==> src/rtl/inverter_bank.sv <==
// inverter_bank: a bank of CHANNELS independent XOR gates. Each channel passes i_x when
// i_mode is 0 and inverts it when i_mode is 1. A DELAY-deep register pipeline emulates
// propagation delay, and i_oe gates the output.
// Optional built-in self-test: define INVERTER_BANK_BIST_EN to include it. The self-test
// walks a one-hot pattern through every channel and checks what comes out of the pipeline.
// With the macro undefined, the BIST outputs are tied to 0 and i_bist_start is ignored.

module inverter_bank #(
    parameter int unsigned CHANNELS = 6,
    parameter int unsigned DELAY    = 2
) (
    input  logic                i_clk,
    input  logic                i_reset,
    input  logic [CHANNELS-1:0] i_x,
    input  logic [CHANNELS-1:0] i_mode,
    input  logic                i_oe,
    input  logic                i_bist_start,
    output logic [CHANNELS-1:0] o_y,
    output logic                o_bist_busy,
    output logic                o_bist_done,
    output logic                o_bist_pass
);

    logic [CHANNELS-1:0] pipe_q [DELAY];
    logic [CHANNELS-1:0] stage0_d;
    logic                bist_load;
    logic                bist_busy;
    logic [CHANNELS-1:0] bist_pat;

    // Stage 0 takes the test pattern while the self-test owns the pipeline, else live data.
    always_comb begin
        stage0_d = (bist_load ? bist_pat : i_x) ^ i_mode;
    end

    // Delay pipeline: it keeps shifting even while the output is disabled.
    always_ff @(posedge i_clk) begin
        if (i_reset) begin
            for (int unsigned i = 0; i < DELAY; i++) begin
                pipe_q[i] <= '0;
            end
        end else begin
            pipe_q[0] <= stage0_d;
            for (int unsigned i = 1; i < DELAY; i++) begin
                pipe_q[i] <= pipe_q[i-1];
            end
        end
    end

    // Output gate: the output is forced low when disabled or while a self-test is running.
    always_comb begin
        o_y = (i_oe && !bist_busy) ? pipe_q[DELAY-1] : '0;
    end

`ifdef INVERTER_BANK_BIST_EN

    localparam int unsigned PW = (CHANNELS > 1) ? $clog2(CHANNELS) : 1;
    localparam logic [PW-1:0]       P_LAST    = PW'(CHANNELS - 1);
    localparam logic [2:0]          WAIT_LAST = 3'((DELAY > 1) ? DELAY - 2 : 0);
    localparam logic [CHANNELS-1:0] ONE       = CHANNELS'(1);

    typedef enum logic [2:0] {
        StIdle,
        StDrive,
        StWait,
        StCheck,
        StDone
    } bist_state_e;

    bist_state_e   state_q, state_d;
    logic [PW-1:0] p_q, p_d;
    logic [2:0]    cnt_q, cnt_d;
    logic          fail_q, fail_d;
    logic          pass_q, pass_d;

    // Walking-one pattern for the channel currently under test.
    always_comb begin
        bist_pat = ONE << p_q;
    end

    // BIST state and bookkeeping registers.
    always_ff @(posedge i_clk) begin
        if (i_reset) begin
            state_q <= StIdle;
            p_q     <= '0;
            cnt_q   <= '0;
            fail_q  <= 1'b0;
            pass_q  <= 1'b0;
        end else begin
            state_q <= state_d;
            p_q     <= p_d;
            cnt_q   <= cnt_d;
            fail_q  <= fail_d;
            pass_q  <= pass_d;
        end
    end

    // BIST next-state logic.
    always_comb begin
        state_d = state_q;
        p_d     = p_q;
        cnt_d   = cnt_q;
        fail_d  = fail_q;
        pass_d  = pass_q;
        unique case (state_q)
            StIdle: begin
                if (i_bist_start) begin
                    fail_d  = 1'b0;
                    p_d     = '0;
                    state_d = StDrive;
                end
            end
            StDrive: begin
                cnt_d   = '0;
                state_d = (DELAY > 1) ? StWait : StCheck;
            end
            StWait: begin
                // DELAY-1 cycles spent waiting for the pattern to reach the last stage.
                if (cnt_q == WAIT_LAST) begin
                    state_d = StCheck;
                end else begin
                    cnt_d = cnt_q + 1'b1;
                end
            end
            StCheck: begin
                // The expected value uses the i_mode of this cycle, not the cycle it was driven.
                if (pipe_q[DELAY-1] != (bist_pat ^ i_mode)) begin
                    fail_d = 1'b1;
                end
                if (p_q == P_LAST) begin
                    state_d = StDone;
                end else begin
                    p_d     = p_q + 1'b1;
                    state_d = StDrive;
                end
            end
            StDone: begin
                pass_d  = ~fail_q;
                state_d = StIdle;
            end
            default: begin
                state_d = StIdle;
            end
        endcase
    end

    // BIST status outputs. The result is already visible during the done pulse.
    always_comb begin
        bist_busy   = (state_q == StDrive) || (state_q == StWait) || (state_q == StCheck);
        bist_load   = bist_busy;
        o_bist_busy = bist_busy;
        o_bist_done = (state_q == StDone);
        o_bist_pass = (state_q == StDone) ? ~fail_q : pass_q;
    end

`else

    logic unused_bist_start;

    // No self-test: live data always feeds the pipeline and the status outputs stay low.
    always_comb begin
        unused_bist_start = i_bist_start;
        bist_pat          = '0;
        bist_load         = 1'b0;
        bist_busy         = 1'b0;
        o_bist_busy       = 1'b0;
        o_bist_done       = 1'b0;
        o_bist_pass       = 1'b0;
    end

`endif

endmodule

==> config.mk <==
export PLATFORM = sky130hd
export DESIGN_NAME = inverter_bank
export DESIGN_NICKNAME = d
export VERILOG_FILES = /design/src/rtl/inverter_bank.sv
export SDC_FILE = /design/constraint.sdc
export NUM_CORES = 1
export LEC_CHECK = 0
export BUFFER_PORTS_ARGS = -buffer_cell sky130_fd_sc_hd__buf_2
export CELL_PAD_IN_SITES_DETAIL_PLACEMENT = 1
export CELL_PAD_IN_SITES_GLOBAL_PLACEMENT = 1
export CORE_MARGIN = 3
export CORE_UTILIZATION = 30
export CTS_CLUSTER_DIAMETER = 100
export DETAILED_ROUTE_END_ITERATION = 8
export GPL_ROUTABILITY_DRIVEN = 0
export PLACE_DENSITY = 0.85
export SLEW_MARGIN = 20
export SYNTH_ARGS = -nofsm -noshare
export SYNTH_HDL_FRONTEND = slang
export SYNTH_SLANG_ARGS = --single-unit
==> constraint.sdc <==
create_clock -name i_clk -period 0.8 [get_ports i_clk]
set_input_delay 0.16 -clock i_clk [delete_from_list [all_inputs] [get_ports i_clk]]
set_output_delay 0.16 -clock i_clk [all_outputs]
set_load 0.02 [all_outputs]
* Word-level counts from Yosys, hierarchy flattened
Memories as Yosys holds them, arrays and structs flattened.
Cells that the tools add are included.
** Operators by class
- Multiplexer cells :: 6
- Bitwise gates (word level) :: 3
** Operator list (number)
- $mux 6 :: 3
- $xor 6x6->6 :: 1
- $mux 1 :: 3
- $or 1x1->1 :: 2
** Storage, ports and cells
- Bits in registers :: 0
- Memory bits (writable) :: 12
- Input port bits :: 16
- Word-level logic and storage cells :: 10
- Memories kept :: 1
** Memory list
- pipe_q :: depth 2, width 6, rd ports 2, clocked after Yosys merged registers in 0, wr ports 2, RTL line 24 : logic [CHANNELS-1:0] pipe_q [DELAY];

* Logic depth before layout (Yosys ltp)
- Word-level depth :: 3
- Gate-level depth with buffers :: 2

* Worst setup path after synthesis
Ideal clock, no wire load.
- Kind :: register to output
- Start point :: memory pipe_q[1][0], in the netlist pipe_q[0][6]
- End point :: output port o_y[0]
- Arrival time :: 500 ps
- Required time :: 640 ps
- Slack :: 140 ps
- Cell stages (with the launch flop) :: 2
- Path buffers :: 0
- Cells stage by stage :: dfxtp_1 > and2_1
** RTL lines
- start: declaration :: RTL line 24
- end: declaration :: RTL line 18 : output logic [CHANNELS-1:0] o_y,

==> impl_summary.log <==
[metrics] starting utilization of the core area: 0.3388
[metrics] post-CTS setup repair buffer count: 0
[metrics] area of the die: 2050 um2
[metrics] worst setup skew after layout: 0.004333 ns
[metrics] number of nets in the layout: 81
[metrics] wire length of the first global-routing pass: 1373 um
[metrics] flip-flop and latch count after synthesis: 12
[metrics] TritonCTS Buffers: 3
[metrics] CTS tree: yes
[metrics] synthesized area divided by synthesized cell count: 11.29 um2
[metrics] height of the chip: 45.28 um
[metrics] number of buffers and inverters on the critical path: 1
[metrics] number of global-route vias before repair: 327
[metrics] worst setup slack after layout: -0.2036 ns
[metrics] Sinks on Clock Net: 12
[metrics] violations in the final reports: setup timing
[metrics] Leakage: 0.3065 nW
[metrics] fraction of final layout cells with drive strength greater than 1: 0.7031
[metrics] Worst Path Max Fanout: 1
[metrics] critical path data arrival time: 0.84 ns
[metrics] ordered cell list for the critical path: and2_4 > buf_6
[metrics] Critical-path top delay cell: sky130_fd_sc_hd__dfxtp_1
[metrics] Max Fclk: 996.4 MHz
[metrics] result of the run: finished with violations
[metrics] worst hold margin: 0.1341 ns
[metrics] number of violations reported at the end of detailed-routing iteration 0: 3
[metrics] detailed-route DRC error count: 0
[metrics] detailed-routing iteration count for the pre-antenna-repair pass: 2
[metrics] clk_lat worst skew: 0.26 ns
[metrics] Tmin final: 1.004 ns
[metrics] largest register by flop count: pipe_q
[metrics] Total Power: 1.309 mW
[metrics] most common cell after layout, fill and taps aside: sky130_fd_sc_hd__buf_2
[metrics] type of the tightest min-delay check: input port to flop
[metrics] Post-DP Area: 575.6 um2
[metrics] peak supply drop: 877.1 uV
[metrics] count of endpoints failing hold in the final timing report: 0
[metrics] gate count of the mapped netlist: 41
[metrics] Chip Width: 45.28 um
[metrics] largest registers: pipe_q (12)
[metrics] Detailed Place HPWL: 633 um
[metrics] number of antenna violations at the first check in global routing: 0
[metrics] Final Setup Violations: 6
[metrics] area added between synthesis and finish: 44.05%
[metrics] top-level I/O count: 25
[metrics] startpoint-to-endpoint class of the critical path: flop to output pin
[metrics] data required time at the worst endpoint: 0.64 ns
[metrics] vias: 326
[metrics] detailed-route wire length: 748 um
[metrics] sequential area share after synthesis: 0.5189
[metrics] global-route total usage across every layer: 0.09395
[metrics] vias per cell: 4.127
[metrics] Clock Tree Root: sky130_fd_sc_hd__clkbuf_4
[metrics] total global routing overflow: 0
[metrics] detailed route wirelength on metal2: 444 um
[metrics] met1 wire length: 216 um
[metrics] total of buffers placed on input and output ports: 20
[metrics] placement row count: 13
[metrics] total power divided by cell area: 1962 nW/um2
[metrics] summed instance area of the synthesized netlist: 462.9 um2
[metrics] Post-CTS Hold Fix Bufs: 0
[metrics] count of maximum capacitance violations: 0
[metrics] sum of met3 wire segment lengths after detailed routing: 80 um
[metrics] clk slew on worst S/H paths: 0.08 ns
[metrics] maximum level of the CTS H-tree: 1
[metrics] number of library cell types mapped by synthesis: 10
[metrics] Std-Cell Core Area: 1366 um2
[metrics] final worst-path cycle share: 1.255
[metrics] flip-flop count of the largest register, all copies and words added: 12
[metrics] Max stage delay on crit path: 0.31 ns
[metrics] maximum buffer depth of the clock tree: 2
[metrics] diode insertion count for antenna repair: 0
[metrics] final standard cell area without fillers: 666.9 um2
[metrics] cell class contributing the biggest share of worst-path delay: flip-flops
[metrics] unrepaired setup endpoints after global routing: true
[metrics] kind of start point of the critical path: flop
[metrics] top layer in use: met4
[metrics] count of warnings emitted by yosys: 0
[metrics] top library cells by usage in the layout, fill and taps aside: sky130_fd_sc_hd__buf_2 (14), sky130_fd_sc_hd__dfxtp_1 (10)
[metrics] endpoint kind of the worst setup timing path: output pin
[metrics] antenna-violating nets left: 0
[metrics] pins over their slew limit: 0
[metrics] largest net degree at the start of global routing: 11
[metrics] average wire per cell in the routed design: 9.468 um
-- through the flow --
stage                     cells  setup TNS (ns)    util  setup slack (ns)
final                        79          -1.138  0.4881           -0.2036
after global routing         79          -1.315  0.4881           -0.2342
after CTS                    79          -1.150  0.4872           -0.2085
after detailed placement     75               0  0.4212           0.05387
after global placement       75               0  0.4212           0.06706
after floorplan              43               0       -            0.1399
-- area by class of cell --
class / instances / area (um2)
Fill cell: 161 / 699.4
Sequential cell: 12 / 242.7
Multi-Input combinational cell: 27 / 211.5
Timing Repair Buffer: 21 / 157.7
Clock buffer: 4 / 36.28
Tap cell: 15 / 18.77
-- cells by family (layout without fill, tap and decap cells) --
family                 after synthesis  after routing  share of synthesized area
flip-flops                          12             12                     0.5189
AND/OR/NAND/NOR                     18             18                     0.2865
buffers and inverters                4             25                    0.07297
XOR/XNOR                             6              6                     0.1135
other                                1              3                   0.008100
-- synth_stat cells --
cell	count	area share
sky130_fd_sc_hd__and2_1	6	0.081
sky130_fd_sc_hd__and2b_2	2	0.038
sky130_fd_sc_hd__buf_4	3	0.049
sky130_fd_sc_hd__buf_6	1	0.024
sky130_fd_sc_hd__conb_1	1	0.0081
sky130_fd_sc_hd__dfxtp_1	12	0.52
sky130_fd_sc_hd__nor2_2	6	0.081
sky130_fd_sc_hd__nor2b_2	3	0.057
sky130_fd_sc_hd__nor2b_4	1	0.030
sky130_fd_sc_hd__xnor2_1	6	0.11
-- tightest hold or removal path: stages --
cell	delay, ns
sky130_fd_sc_hd__buf_2	0.08
sky130_fd_sc_hd__xnor2_1	0.06
sky130_fd_sc_hd__nor2_2	0.06
-- timing repair --
item                                    CTS  global route
endpoints found under the setup margin    6             6
resized for setup                        19             1
pin swaps                                 3             0
hold endpoints to repair                  0             0
-- final timing paths --
path	slack [ns]	startpoint	cells after the start	end
worst max-delay path	-0.20	pipe_q[0][10]	2	o_y[4]
worst max register to register	0.22	pipe_q[0][4]	1	pipe_q[0][10]
worst min register to register	0.45	pipe_q[0][5]	1	pipe_q[0][11]
worst min-delay path	0.13	i_x[3]	3	pipe_q[0][3]
-- where the power goes --
group	switching [mW]	internal [mW]
registers	0.00966	0.638
clock network	0.190	0.276
logic	0.0862	0.109
-- routing by layer --
layer / vias up / track usage
li1: 161 / -
met1: 145 / 0.09201
met2: 18 / 0.1751
met3: 2 / 0.02390
met4: 0 / 0.05263
met5: - / 0
Note: power is estimated with default switching activity, not from simulation.
